--- src/rtl/ladybug_pkg.sv ---
// Shared types and defaults for the ladybug download sequencer.
package ladybug_pkg;

  typedef enum logic [1:0] {
    StNoRom,
    StLoad,
    StHold,
    StRun
  } dl_state_t;

  localparam int unsigned ROM_SIZE_DEF    = 65536;
  localparam int unsigned HOLD_CYCLES_DEF = 1024;

endpackage

--- src/rtl/reset_stretch.sv ---
// Loadable down-counter timing the core-reset stretch; expired is high once the count hits zero.
module reset_stretch #(
  parameter int unsigned HOLD_CYCLES = 1024
) (
  input  logic clk,
  input  logic reset,
  input  logic restart,
  input  logic enable,
  output logic expired
);

  localparam int unsigned CntW = $clog2(HOLD_CYCLES);
  localparam logic [CntW-1:0] LoadVal = CntW'(HOLD_CYCLES - 1);

  logic [CntW-1:0] cnt_q, cnt_d;

  always_comb begin
    cnt_d = cnt_q;
    if (restart) begin
      cnt_d = LoadVal;
    end else if (enable && (cnt_q != '0)) begin
      cnt_d = cnt_q - CntW'(1);
    end
  end

  always_ff @(posedge clk or posedge reset) begin
    if (reset) begin
      cnt_q <= '0;
    end else begin
      cnt_q <= cnt_d;
    end
  end

  assign expired = (cnt_q == '0);

endmodule

--- src/rtl/ladybug_dl_ctrl.sv ---
// Forwards HPS download bytes into the ladybug core, checks the image and owns the core reset.
module ladybug_dl_ctrl
  import ladybug_pkg::*;
#(
  parameter int unsigned ROM_SIZE    = ROM_SIZE_DEF,
  parameter int unsigned HOLD_CYCLES = HOLD_CYCLES_DEF
) (
  input  logic        clk_sys,
  input  logic        reset,
  input  logic        rst_req,
  input  logic        ioctl_download,
  input  logic        ioctl_wr,
  input  logic [24:0] ioctl_addr,
  input  logic [7:0]  ioctl_dout,
  output logic [15:0] dn_addr,
  output logic [7:0]  dn_data,
  output logic        dn_wr,
  output logic        core_reset,
  output logic        rom_ready,
  output logic        dl_error,
  output logic [16:0] byte_count,
  output logic [7:0]  checksum
);

  localparam logic [24:0] RomLimit = 25'(ROM_SIZE);
  localparam logic [16:0] RomCount = 17'(ROM_SIZE);

  dl_state_t   state_q, state_d;
  logic        dl_prev_q, oob_q, oob_next;
  logic        dn_wr_q, core_reset_q, rom_ready_q, dl_error_q;
  logic [15:0] dn_addr_q;
  logic [7:0]  dn_data_q, checksum_q;
  logic [16:0] byte_count_q, count_inc, count_next;
  logic        dl_rise, in_load, accept, oob_hit, good_load;
  logic        enter_load, hold_restart, hold_expired;

  assign dl_rise = ioctl_download & ~dl_prev_q;
  assign in_load = (state_q == StLoad);
  assign accept  = in_load & ioctl_wr & (ioctl_addr < RomLimit);
  assign oob_hit = in_load & ioctl_wr & (ioctl_addr >= RomLimit);

  assign count_inc  = (byte_count_q == RomCount) ? byte_count_q : byte_count_q + 17'd1;
  assign count_next = accept ? count_inc : byte_count_q;
  assign oob_next   = oob_q | oob_hit;
  // A strobe landing with the falling download is counted before completeness is judged.
  assign good_load  = (count_next == RomCount) & ~oob_next;

  always_comb begin
    state_d = state_q;
    unique case (state_q)
      StNoRom: if (ioctl_download) state_d = StLoad;
      StLoad:  if (!ioctl_download) state_d = good_load ? StHold : StNoRom;
      StHold:  if (hold_expired && !rst_req) state_d = StRun;
      StRun:   if (rst_req) state_d = StHold;
      default: state_d = StNoRom;
    endcase
    if (dl_rise) state_d = StLoad;
  end

  assign enter_load   = (state_d == StLoad) && (state_q != StLoad);
  // rst_req held in HOLD keeps reloading the stretch.
  assign hold_restart = (state_d == StHold) && ((state_q != StHold) || rst_req);

  reset_stretch #(
    .HOLD_CYCLES(HOLD_CYCLES)
  ) u_reset_stretch (
    .clk    (clk_sys),
    .reset  (reset),
    .restart(hold_restart),
    .enable (state_q == StHold),
    .expired(hold_expired)
  );

  always_ff @(posedge clk_sys or posedge reset) begin
    if (reset) begin
      state_q      <= StNoRom;
      dl_prev_q    <= 1'b0;
      oob_q        <= 1'b0;
      dn_wr_q      <= 1'b0;
      dn_addr_q    <= '0;
      dn_data_q    <= '0;
      core_reset_q <= 1'b1;
      rom_ready_q  <= 1'b0;
      dl_error_q   <= 1'b0;
      byte_count_q <= '0;
      checksum_q   <= '0;
    end else begin
      state_q      <= state_d;
      dl_prev_q    <= ioctl_download;
      dn_wr_q      <= accept;
      core_reset_q <= (state_d != StRun);
      if (accept) begin
        dn_addr_q <= ioctl_addr[15:0];
        dn_data_q <= ioctl_dout;
      end
      if (enter_load) begin
        byte_count_q <= '0;
        checksum_q   <= '0;
        oob_q        <= 1'b0;
        dl_error_q   <= 1'b0;
        rom_ready_q  <= 1'b0;
      end else begin
        byte_count_q <= count_next;
        checksum_q   <= accept ? checksum_q + ioctl_dout : checksum_q;
        oob_q        <= oob_next;
        if (in_load && (state_d == StNoRom)) begin
          dl_error_q  <= 1'b1;
          rom_ready_q <= 1'b0;
        end else if (in_load && (state_d == StHold)) begin
          rom_ready_q <= 1'b1;
        end
      end
    end
  end

  assign dn_addr    = dn_addr_q;
  assign dn_data    = dn_data_q;
  assign dn_wr      = dn_wr_q;
  assign core_reset = core_reset_q;
  assign rom_ready  = rom_ready_q;
  assign dl_error   = dl_error_q;
  assign byte_count = byte_count_q;
  assign checksum   = checksum_q;

endmodule

--- config.mk ---
export PLATFORM = sky130hd
export DESIGN_NAME = ladybug_dl_ctrl
export DESIGN_NICKNAME = d
export VERILOG_FILES = /design/src/rtl/ladybug_pkg.sv /design/src/rtl/reset_stretch.sv /design/src/rtl/ladybug_dl_ctrl.sv
export SDC_FILE = /design/constraint.sdc
export NUM_CORES = 1
export LEC_CHECK = 0
export ABC_AREA = 1
export CAP_MARGIN = 20
export CORE_ASPECT_RATIO = 1.25
export CORE_MARGIN = 2
export CORE_UTILIZATION = 55
export DETAILED_ROUTE_END_ITERATION = 8
export DONT_BUFFER_PORTS = 1
export MAX_ROUTING_LAYER = met4
export PLACE_DENSITY_LB_ADDON = 0.12
export SLEW_MARGIN = 20
export SYNTH_ARGS = -nofsm -noshare
export SYNTH_HDL_FRONTEND = slang
export SYNTH_SLANG_ARGS = --single-unit
--- constraint.sdc ---
create_clock -name clk_sys -period 2 [get_ports clk_sys]
set_clock_uncertainty 0.1 [all_clocks]
set_input_delay 0.1 -clock clk_sys [delete_from_list [all_inputs] [get_ports clk_sys]]
set_output_delay 0.1 -clock clk_sys [all_outputs]
set_load 0.02 [all_outputs]
After elaboration in Yosys (flattened, before gate mapping)
Cells that the tools add are included.
{ "classes": {"magnitude_cmp": 2, "n_reduce_logical": 16, "mux": 20, "n_addsub": 3, "bitwise_logic": 8, "n_eq_ne": 10} }
{ "ops": {"columns": ["cell", "count"], "rows": [
  ["$mux 17", 3],
  ["$eq 17x17->1 const B", 2],
  ["$ge 25x17->1 const B", 1],
  ["$lt 25x17->1 const B", 1],
  ["$mux 10", 2],
  ["$add 17x1->17 const B", 1],
  ["$mux 8", 2],
  ["$mux 2", 6],
  ["$logic_not 10->1", 1],
  ["$reduce_bool 10->1", 1],
  ["$sub 10x1->10 const B", 1],
  ["$add 8x8->8", 1],
  ["$pmux 2 s4", 1],
  ["$eq 2x2->1 const B", 3],
  ["$logic_and 1x1->1", 6],
  ["$mux 1", 6],
  ["$reduce_bool 2->1", 3],
  ["$and 1x1->1", 5],
  ["$eq 2x1->1 const B", 2],
  ["$logic_not 2->1", 2],
  ["$ne 2x2->1 const B", 2],
  ["$reduce_bool 3->1", 1],
  ["$ne 2x1->1 const B", 1],
  ["$not 1->1", 2],
  ["3 further kinds", 3]
]} }
{ "totals": {"inputBits": 38, "register_bits": 67, "out_inout_bits": 53} }

Depth between registers and ports, before layout
Gate-level depths: netlist (run 1).
{ "logic_depth": {"depth_word": 15, "depth_mapped": 17, "ltp_nobuf": 17} }

Cells and area by module
A second synthesis (run 1) with hierarchy kept.
{ "hier_totals": {"hier_cells": 530, "area_unflattened_um2": 3916.3} }
{ "modules_own_cells": {"columns": ["mod", "area_each_um2", "n_inst", "cells_each"], "rows": [
  ["ladybug_dl_ctrl", 3234.4, 1, 437],
  ["reset_stretch", 681.9, 1, 93]
]} }

Least setup slack after synthesis (run 1)
Ideal clock, no wire load.
{ "synth_path": {"path_kind": "reg-to-reg", "from": "reg byte_count_q[0] (netlist: byte_count[0])", "to": "reg u_reset_stretch.cnt_q[0]", "slack_ns": -0.087, "arrival_ns": 1.920, "setup_ns": 0.066, "period_less_slack_ns": 2.087, "path_stages_with_launch": 16, "required_time_ns": 1.834, "cell_sequence": "dfrtp_1 > ha_1 > nand2_1 > nor2_2 > nand3_1 > nand2_1 > nand2_1 > nand2_1 > nand2_1 > nor2_1 > nand2_1 > nor2_2 > nand3_2 > nand2_2 > nand3_4 > nand2_1"} }
{ "synth_between": {"elab_chain_cells": 12} }
{ "synth_lines": {"columns": ["element", "line", "text"], "rows": [
  ["start, declared", "ladybug_dl_ctrl.sv:33", "logic [16:0] byte_count_q, count_inc, count_next;"],
  ["start signal, assigned", "ladybug_dl_ctrl.sv:103", "byte_count_q <= count_next;"],
  ["$add 17x1->17 or $eq 17x17->1 (tied branches)", "ladybug_dl_ctrl.sv:42", "assign count_inc = (byte_count_q == RomCount) ? byte_count_q : byte_count_q + 17'd1;"],
  ["$mux 17", "ladybug_dl_ctrl.sv:42", null],
  ["$mux 17 *", "ladybug_dl_ctrl.sv:43", "assign count_next = accept ? count_inc : byte_count_q;"],
  ["$eq 17x17->1 *", "ladybug_dl_ctrl.sv:46", "assign good_load = (count_next == RomCount) & ~oob_next;"],
  ["$and 1x1->1 *", "ladybug_dl_ctrl.sv:46", null],
  ["$mux 2 * (2 in a row)", "ladybug_dl_ctrl.sv:52", "StLoad: if (!ioctl_download) state_d = good_load ? StHold : StNoRom;"],
  ["$pmux 2 s4 *", "ladybug_dl_ctrl.sv:50", "unique case (state_q)"],
  ["$mux 2 *", "ladybug_dl_ctrl.sv:57", "if (dl_rise) state_d = StLoad;"],
  ["$eq 2x2->1 *", "ladybug_dl_ctrl.sv:62", "assign hold_restart = (state_d == StHold) && ((state_q != StHold) || rst_req);"],
  ["$logic_and 1x1->1 *", "ladybug_dl_ctrl.sv:62", null],
  ["$mux 10 or $reduce_bool 2->1 (tied branches)", null, null],
  ["end signal, assigned", "reset_stretch.sv:30", "cnt_q <= cnt_d;"],
  ["end, declared", "reset_stretch.sv:15", "logic [CntW-1:0] cnt_q, cnt_d;"]
]} }
Mark *: on every way between the ends. The rest lies on a longest branch, timed or not.
A chain may end at the register's enable or synchronous reset.

Worst setup path in the final report (run 1)
{ "layout_path": {"from": "reg byte_count_q[0] (netlist: byte_count[0])", "to": "reg u_reset_stretch.cnt_q[9]"} }
The elaborated chain is that of the path after synthesis.

==> results of run 1 <==
## flip-flops by register name, indices dropped and copies added (netlist names)
register and cells:
dn_data 8, u_reset_stretch.cnt_q 10, rom_ready 1, dn_wr 1
dl_error 1, core_reset 1, dl_prev_q 1, dn_addr 16
oob_q 1, checksum 8, state_q 2, byte_count 17
## final cells by class
class	count	area share, %
multi-input combinational	379	40.4
sequential	67	34.2
timing repair buffer	92	15.5
inverter	46	3.51
clock buffer	11	2.88
tap	87	2.21
clock inverter	5	1.27
## cells in the mapped netlist, types with 6 or more instances
library cell / instances
inv_1: 44
xor2_1: 13
nand4_1: 8
o21ai_0: 10
nand3_1: 27
ha_1: 10
nand2_1: 199
clkbuf_1: 8
dfrtp_1: 66
nor2_2: 6
a21oi_1: 18
nor2_1: 58
xnor2_1: 6
## critical path: stages, from the launching register on
cell and delay (ps):
dfrtp_2 420, buf_4 170, nand3_2 110, nor2_4 150
nand3_1 90, nand2_1 70, nand2_1 70, a21oi_2 180
nand3_2 110, nor2_2 130, nand3_2 140, nand2_4 120
nand3_4 110, nand2_2 100
## report_power, final
group / total [uW] / switching [uW] / leakage, uW / internal, uW
clock: 1160 / 545 / 0.0000957 / 614
sequential: 1440 / 40.5 / 0.000869 / 1390
combinational: 232 / 130 / 0.00156 / 102
total: 2830 / 716 / 0.00252 / 2110
## how the worst min path moves through the flow
stage                         startpoint     endpoint  cells after the start
final                           ioctl_wr        oob_q                      4
after global placement             reset   state_q[1]                      1
after detailed placement           reset   state_q[1]                      1
after CTS                  ioctl_dout[1]  checksum[1]                      3
after floorplan           ioctl_download    dl_prev_q                      0
after global routing      ioctl_download   state_q[1]                      2
## what timing repair did
| item | CTS | global route |
|---|---|---|
| resized for setup | 17 | 30 |
| endpoints found under the hold margin | 82 | 0 |
| setup endpoints to repair | 14 | 16 |
| pin swaps | 10 | 23 |
| cloned | 1 | 0 |
| buffers inserted | 3 | 5 |
| hold buffers | 27 | 0 |
## through the flow
step	cell area, um^2	cells	setup TNS, ps	worst slack, ps	utilization, %
floorplan	3740	504	-60.4	-30.2	-
global placement	4210	635	-1940	-159	64.1
detailed placement	4210	635	-2780	-231	64.1
CTS	4780	682	-1940	-182	72.8
global route	4920	687	-4030	-310	74.9
finish	4920	687	-1540	-141	74.9
## cell families after synthesis
group,synth area share (%)
AO/OA/AOI/OAI,4.89
AND/OR/NAND/NOR,35.4
XOR/XNOR,4.46
buffers and inverters,6.43
flip-flops,44.9
adder cells (fa/ha/maj),3.89
## layer usage
metal | wire, um | GRT usage [%]
met3 | 533 | 6.75
met5 | 0 | -
met1 | 3950 | 31.1
met2 | 5240 | 49.4
met4 | 154 | 9.38
==> out/qor.csv, run 1 <==
stage,metric,value,unit
status,status,"finished, violations left",
status,failing checks,setup timing,
timing,Worst-Margin Slew,495,ps
layout,final net count,644,
clocking,CTS buffer count,9,
synth,top cell type's share of synthesized area,44.2,%
clocking,Clock Tree Buf Depth,2,
floorplanning,Die Wd,77.7,um
floorplanning,die height,96.1,um
synth,sequential share of the synthesized area,44.9,%
timing,final setup violation count,14,
synth,Syn Area/Cell,7.41,um^2
place,global placement routability congestion,0.901,
min_path,HP Class,in -> reg,
drt,TritonRoute pass-1 iters,6,
setup_path,Crit. End Element,flop,
synth,Post-synth EDFFs,0,
setup_path,RR Startpoint,byte_count[0],
timing,slew margin rel.,66.9,%
floorplanning,num rows,33,
global_route,antenna violations before repair,0,
setup_path,worst reg2reg path endpoint,u_reset_stretch.cnt_q[9],
clocking,H-tree depth,3,
setup_path,Crit Path Max Fanout,5,
layout,"most common cell after layout, fill and taps aside",nand2_1,
layout,Antenna diodes,0,
timing,Final WS setup,-141,ps
drt,drt via density,5.25,
synth,Mapped Nets,553,
layout,"commonest non-fill, non-tap cells in the layout","188 x nand2_1, 64 x buf_4, 63 x dfrtp_1",
layout,storage element area,0.00168,mm^2
clocking,clock-pin slew on the worst setup and hold paths,80,ps
global_route,first-pass GRT wire length,15800,um
power_and_ir_drop,VDD IR max,0.629,mV
synth,register bit count reported by yosys,67,
setup_path,worst setup path endpoint,u_reset_stretch.cnt_q[9],
synth,ys flop type,dfrtp_1,
setup_path,CP arrival,2320,ps
global_route,GRT Residual Overflow,0,
synth,Synth Warn #,0,
drt,DR DRC count,0,
setup_path,startpoint types,flop,
floorplanning,DIE AREA,0.00747,mm^2
drt,total wire length,9870,um
floorplanning,# IOs,91,
global_route,gr usage total,28.0,%
timing,final period utilization,107,%
power_and_ir_drop,power per cell area,575,mW/mm^2
place,I/O Buffers,0,
layout,fraction of layout cells with a size suffix above 1,23.3,%
place,Detail Placement HPWL,6850,um
drt,Via Count,3604,
power_and_ir_drop,"Power, Total",2830,uW
layout,Multi-input gate area,0.00199,mm^2
synth,Mapped Area,0.00373,mm^2
job,max-cap viol count,0,
synth,async set-reset flop share out of synthesis,100,%
layout,number of fillers in the final layout,483,
synth,Yosys top cell by area,dfrtp_1,
setup_path,R2R cell count,13,
timing,Fin. Hold Viols,0,
power_and_ir_drop,Leak,0.00252,uW
global_route,vias in the first global route,3452,
clocking,clock tree sinks,67,
timing,Final Critical Period,2140,ps
floorplanning,Initial Utilization,56.9,%
clocking,Root Buffer,clkbuf_8,
drt,per-cell routed wire length,14.4,um
setup_path,CP Launch Point,byte_count[0],
synth,Area contributors post-synth,"dfrtp_1 44%, nand2_1 20%, nor2_1 5.8%, inv_1 4.4%, nand3_1 3.6%",
floorplanning,Placeable Area,0.00657,mm^2
timing,fmax,0.467,GHz
setup_path,WP data required,2180,ps
timing,WHS,25.4,ps
clocking,CTS tree,built,
timing,Pins Over Slew Limit,0,
drt,number of DRC markers in iteration 0,181,
global_route,largest net degree at the start of global routing,35,
timing,RSZ-0062 raised after global routing,yes,
layout,Area Growth Syn to Fin,31.6,%
synth,Unique masters post-synth,31,
synth,cells after synthesis,504,
clocking,worst-skew pair later-pin latency,350,ps
drt,antenna-violating nets left,0,
setup_path,Crit Path Class,reg -> reg,
setup_path,internal reg-to-reg setup slack,-140,ps
Power figures use the tool's default switching activity.
==> inputs of run 2 (changes only) <==
Settings changed: CTS_CLUSTER_DIAMETER set to 150, PLACE_DENSITY set to 0.7, PLACE_DENSITY_LB_ADDON 0.12 to unset.
==> run 2 against run 1 <==
Effect of this change:
- the run still ends with setup timing left
- sequential share of layout area fell by 0.71 points
- global-route usage rose by 1.8 points
- sequential power barely moved
- wire length rose by 7.8%
- die area did not move
- via count rose by 4.2%
- worst hold slack got worse by 3.1 ps
==> out/qor.csv, run 2 (synthesis gave the netlist of run 1 again) <==
stage,metric,value,unit,change
layout,number of fillers in the final layout,465,,was 483
layout,Util after Layout,76.6,%,was 74.9%
power_and_ir_drop,Comb pwr share,8.9,%,was 8.2%
floorplanning,die height,96.1,um,unchanged
timing,RSZ-0062 raised after global routing,yes,,unchanged
timing,Worst-Margin Slew,778,ps,was 495 ps
min_path,worst hold start,ioctl_dout[2],,was ioctl_wr
power_and_ir_drop,power per cell area,570,mW/mm^2,was 575 mW/mm^2
drt,drt via density,5.43,,was 5.25
status,failing checks,setup timing,,unchanged
timing,final period utilization,107,%,about the same
timing,Fin. Hold Viols,0,,unchanged
power_and_ir_drop,clock share of power,41.0,%,about the same
global_route,largest net degree at the start of global routing,37,,was 35
layout,"commonest non-fill, non-tap cells in the layout","187 x nand2_1, 67 x buf_4, 60 x dfrtp_1",,"was 188 x nand2_1, 64 x buf_4, 63 x dfrtp_1"
setup_path,RR Startpoint,byte_count[0],,unchanged
power_and_ir_drop,sw power,742,uW,was 716 uW
place,global placement routability congestion,0.926,,was 0.901
layout,max reg flops,17,,unchanged
layout,final net count,649,,was 644
floorplanning,Placeable Area,0.00657,mm^2,unchanged
drt,DR DRC count,0,,unchanged
layout,storage element area,0.00169,mm^2,was 0.00168 mm^2
timing,Total Neg Setup Slack,-1570,ps,was -1540 ps
clocking,Root Buffer,clkbuf_8,,unchanged
place,I/O Buffers,0,,unchanged
clocking,clock-pin slew on the worst setup and hold paths,80,ps,about the same
status,status,"finished, violations left",,unchanged
drt,antenna-violating nets left,0,,unchanged
drt,total wire length,10600,um,was 9870 um
power_and_ir_drop,Net Sw Frac,25.9,%,was 25.3%
global_route,first-pass GRT wire length,16700,um,was 15800 um
setup_path,Crit Path Max Fanout,5,,unchanged
layout,fraction of layout cells with a size suffix above 1,25.1,%,was 23.3%
layout,"most common cell after layout, fill and taps aside",nand2_1,,unchanged
job,max-cap viol count,0,,unchanged
timing,WHS,22.4,ps,was 25.4 ps
setup_path,crit path cell chain,inv_2 -> ha_4 -> inv_2 -> nor2_1 -> nand2_1 -> nor2_2 -> nand2_2 -> nand2_4 -> nand2_2 -> nand2_2 -> nand3_1 -> nor2_1 -> nand3_2 -> nand2_4 -> nand3_4 -> nand2_2,,was buf_4 -> nand3_2 -> nor2_4 -> nand3_1 -> nand2_1 -> nand2_1 -> a21oi_2 -> nand3_2 -> nor2_2 -> nand3_2 -> nand2_4 -> nand3_4 -> nand2_2
global_route,antenna violations before repair,0,,unchanged
setup_path,CP arrival,2330,ps,was 2320 ps
global_route,vias in the first global route,3550,,was 3452
setup_path,CP Launch Point,byte_count[0],,unchanged
min_path,HP Class,in -> reg,,unchanged
setup_path,WP data required,2190,ps,was 2180 ps
layout,Area Growth Syn to Fin,34.7,%,was 31.6%
drt,per-cell routed wire length,15.4,um,was 14.4 um
drt,number of DRC markers in iteration 0,392,,was 181
setup_path,Crit. End Element,flop,,unchanged
power_and_ir_drop,Leak,0.00260,uW,was 0.00252 uW
place,Detail Placement HPWL,6860,um,was 6850 um
global_route,gr usage total,29.8,%,was 28.0%
drt,TritonRoute pass-1 iters,5,,was 6
timing,Pins Over Slew Limit,0,,unchanged
global_route,GRT Residual Overflow,0,,unchanged
power_and_ir_drop,Sequential Power Share,50.1,%,was 50.8%
clocking,Clock Tree Buf Depth,2,,unchanged
drt,Via Count,3755,,was 3604
clocking,clock tree sinks,67,,unchanged
floorplanning,num rows,33,,unchanged
clocking,CTS tree,built,,unchanged
clocking,CTS buffer count,9,,unchanged
clocking,H-tree depth,3,,unchanged
timing,fmax,0.467,GHz,about the same
layout,Antenna diodes,0,,unchanged
setup_path,Crit Path Class,reg -> reg,,unchanged
timing,slew margin rel.,48.0,%,was 66.9%
floorplanning,# IOs,91,,unchanged
power_and_ir_drop,VDD IR max,0.553,mV,was 0.629 mV
timing,Final Critical Period,2140,ps,about the same
clocking,worst-skew pair later-pin latency,360,ps,was 350 ps
power_and_ir_drop,cell-internal power,2130,uW,was 2110 uW
setup_path,most used cell along the critical path,nand2_2,,was nand3_2
setup_path,CP peak stage delay,440,ps,was 420 ps
floorplanning,Die Wd,77.7,um,unchanged
layout,Multi-input gate area,0.00203,mm^2,was 0.00199 mm^2
setup_path,Critical-path top delay cell,dfrtp_2,,unchanged
floorplanning,Initial Utilization,56.9,%,unchanged
floorplanning,DIE AREA,0.00747,mm^2,unchanged
power_and_ir_drop,"Power, Total",2870,uW,was 2830 uW
timing,Final WS setup,-141,ps,about the same
setup_path,startpoint types,flop,,unchanged
timing,final setup violation count,14,,unchanged
run 2: layout make-up:
class / count / share of cell area [%]
clock inverters: 5 / 1.22
clock buffers: 11 / 2.81
flip-flops and latches: 67 / 33.5
inverters: 46 / 3.43
well taps: 87 / 2.16
repair buffers: 97 / 16.6
multi-input cells: 379 / 40.3
run 2: layer usage:
| layer | vias to the layer above | global-route usage (%) | part of all wire, % |
|---|---|---|---|
| met1 | 1773 | 33.6 | 38 |
| met4 | 0 | 14.0 | 3.2 |
| met3 | 37 | 4.78 | 6.0 |
| met2 | 174 | 52.1 | 53 |
| li1 | 1771 | - | - |
| met5 | - | - | 0 |
run 2: critical path, delay by kind of cell, from the launching register on:
kind	cells	cell delay, ps
flip-flops	1	440
adder cells (fa/ha/maj)	1	130
AND/OR/NAND/NOR	13	1280
buffers and inverters	2	110
run 2: timing repair:
action / 4_1_cts / 5_1_grt
setup endpoints to repair: 16 / 16
pin swaps: 11 / 24
cloned: 1 / 0
gates resized for setup: 17 / 40
hold buffers: 27 / 0
buffers inserted: 1 / 13
hold endpoints to repair: 61 / 0
run 2: power by group through the flow:
| stage | Sequential, uW | Combinational [uW] | Clock, uW |
|---|---|---|---|
| 2_1_floorplan | 1460 | 132 | 0 |
| 4_1_cts | 1440 | 247 | 1180 |
| 6_report | 1440 | 256 | 1180 |
| 3_3_place_gp | 1460 | 185 | 0 |
| 3_5_place_dp | 1460 | 197 | 0 |
| 5_1_grt | 1440 | 291 | 1240 |
run 2: path summary, 6_finish.rpt:
kind / end / slack [ps] / depth (start not counted)
min in group asynchronous: u_reset_stretch.cnt_q[7] / 250 / 2
hold reg to reg: oob_q / 430 / 2
setup reg to reg: u_reset_stretch.cnt_q[6] / -140 / 16
hold / removal: checksum[2] / 20 / 3
max in group asynchronous: dn_addr[4] / 840 / 3
setup / recovery: u_reset_stretch.cnt_q[6] / -140 / 16
run 2: through the flow:
stage | cells | instance area, um^2 | setup slack, ps
detailed placement | 634 | 4220 | -185
floorplan | 504 | 3740 | -30.2
finish | 692 | 5030 | -141
global route | 692 | 5030 | -298
global placement | 634 | 4220 | -112
CTS | 679 | 4780 | -160
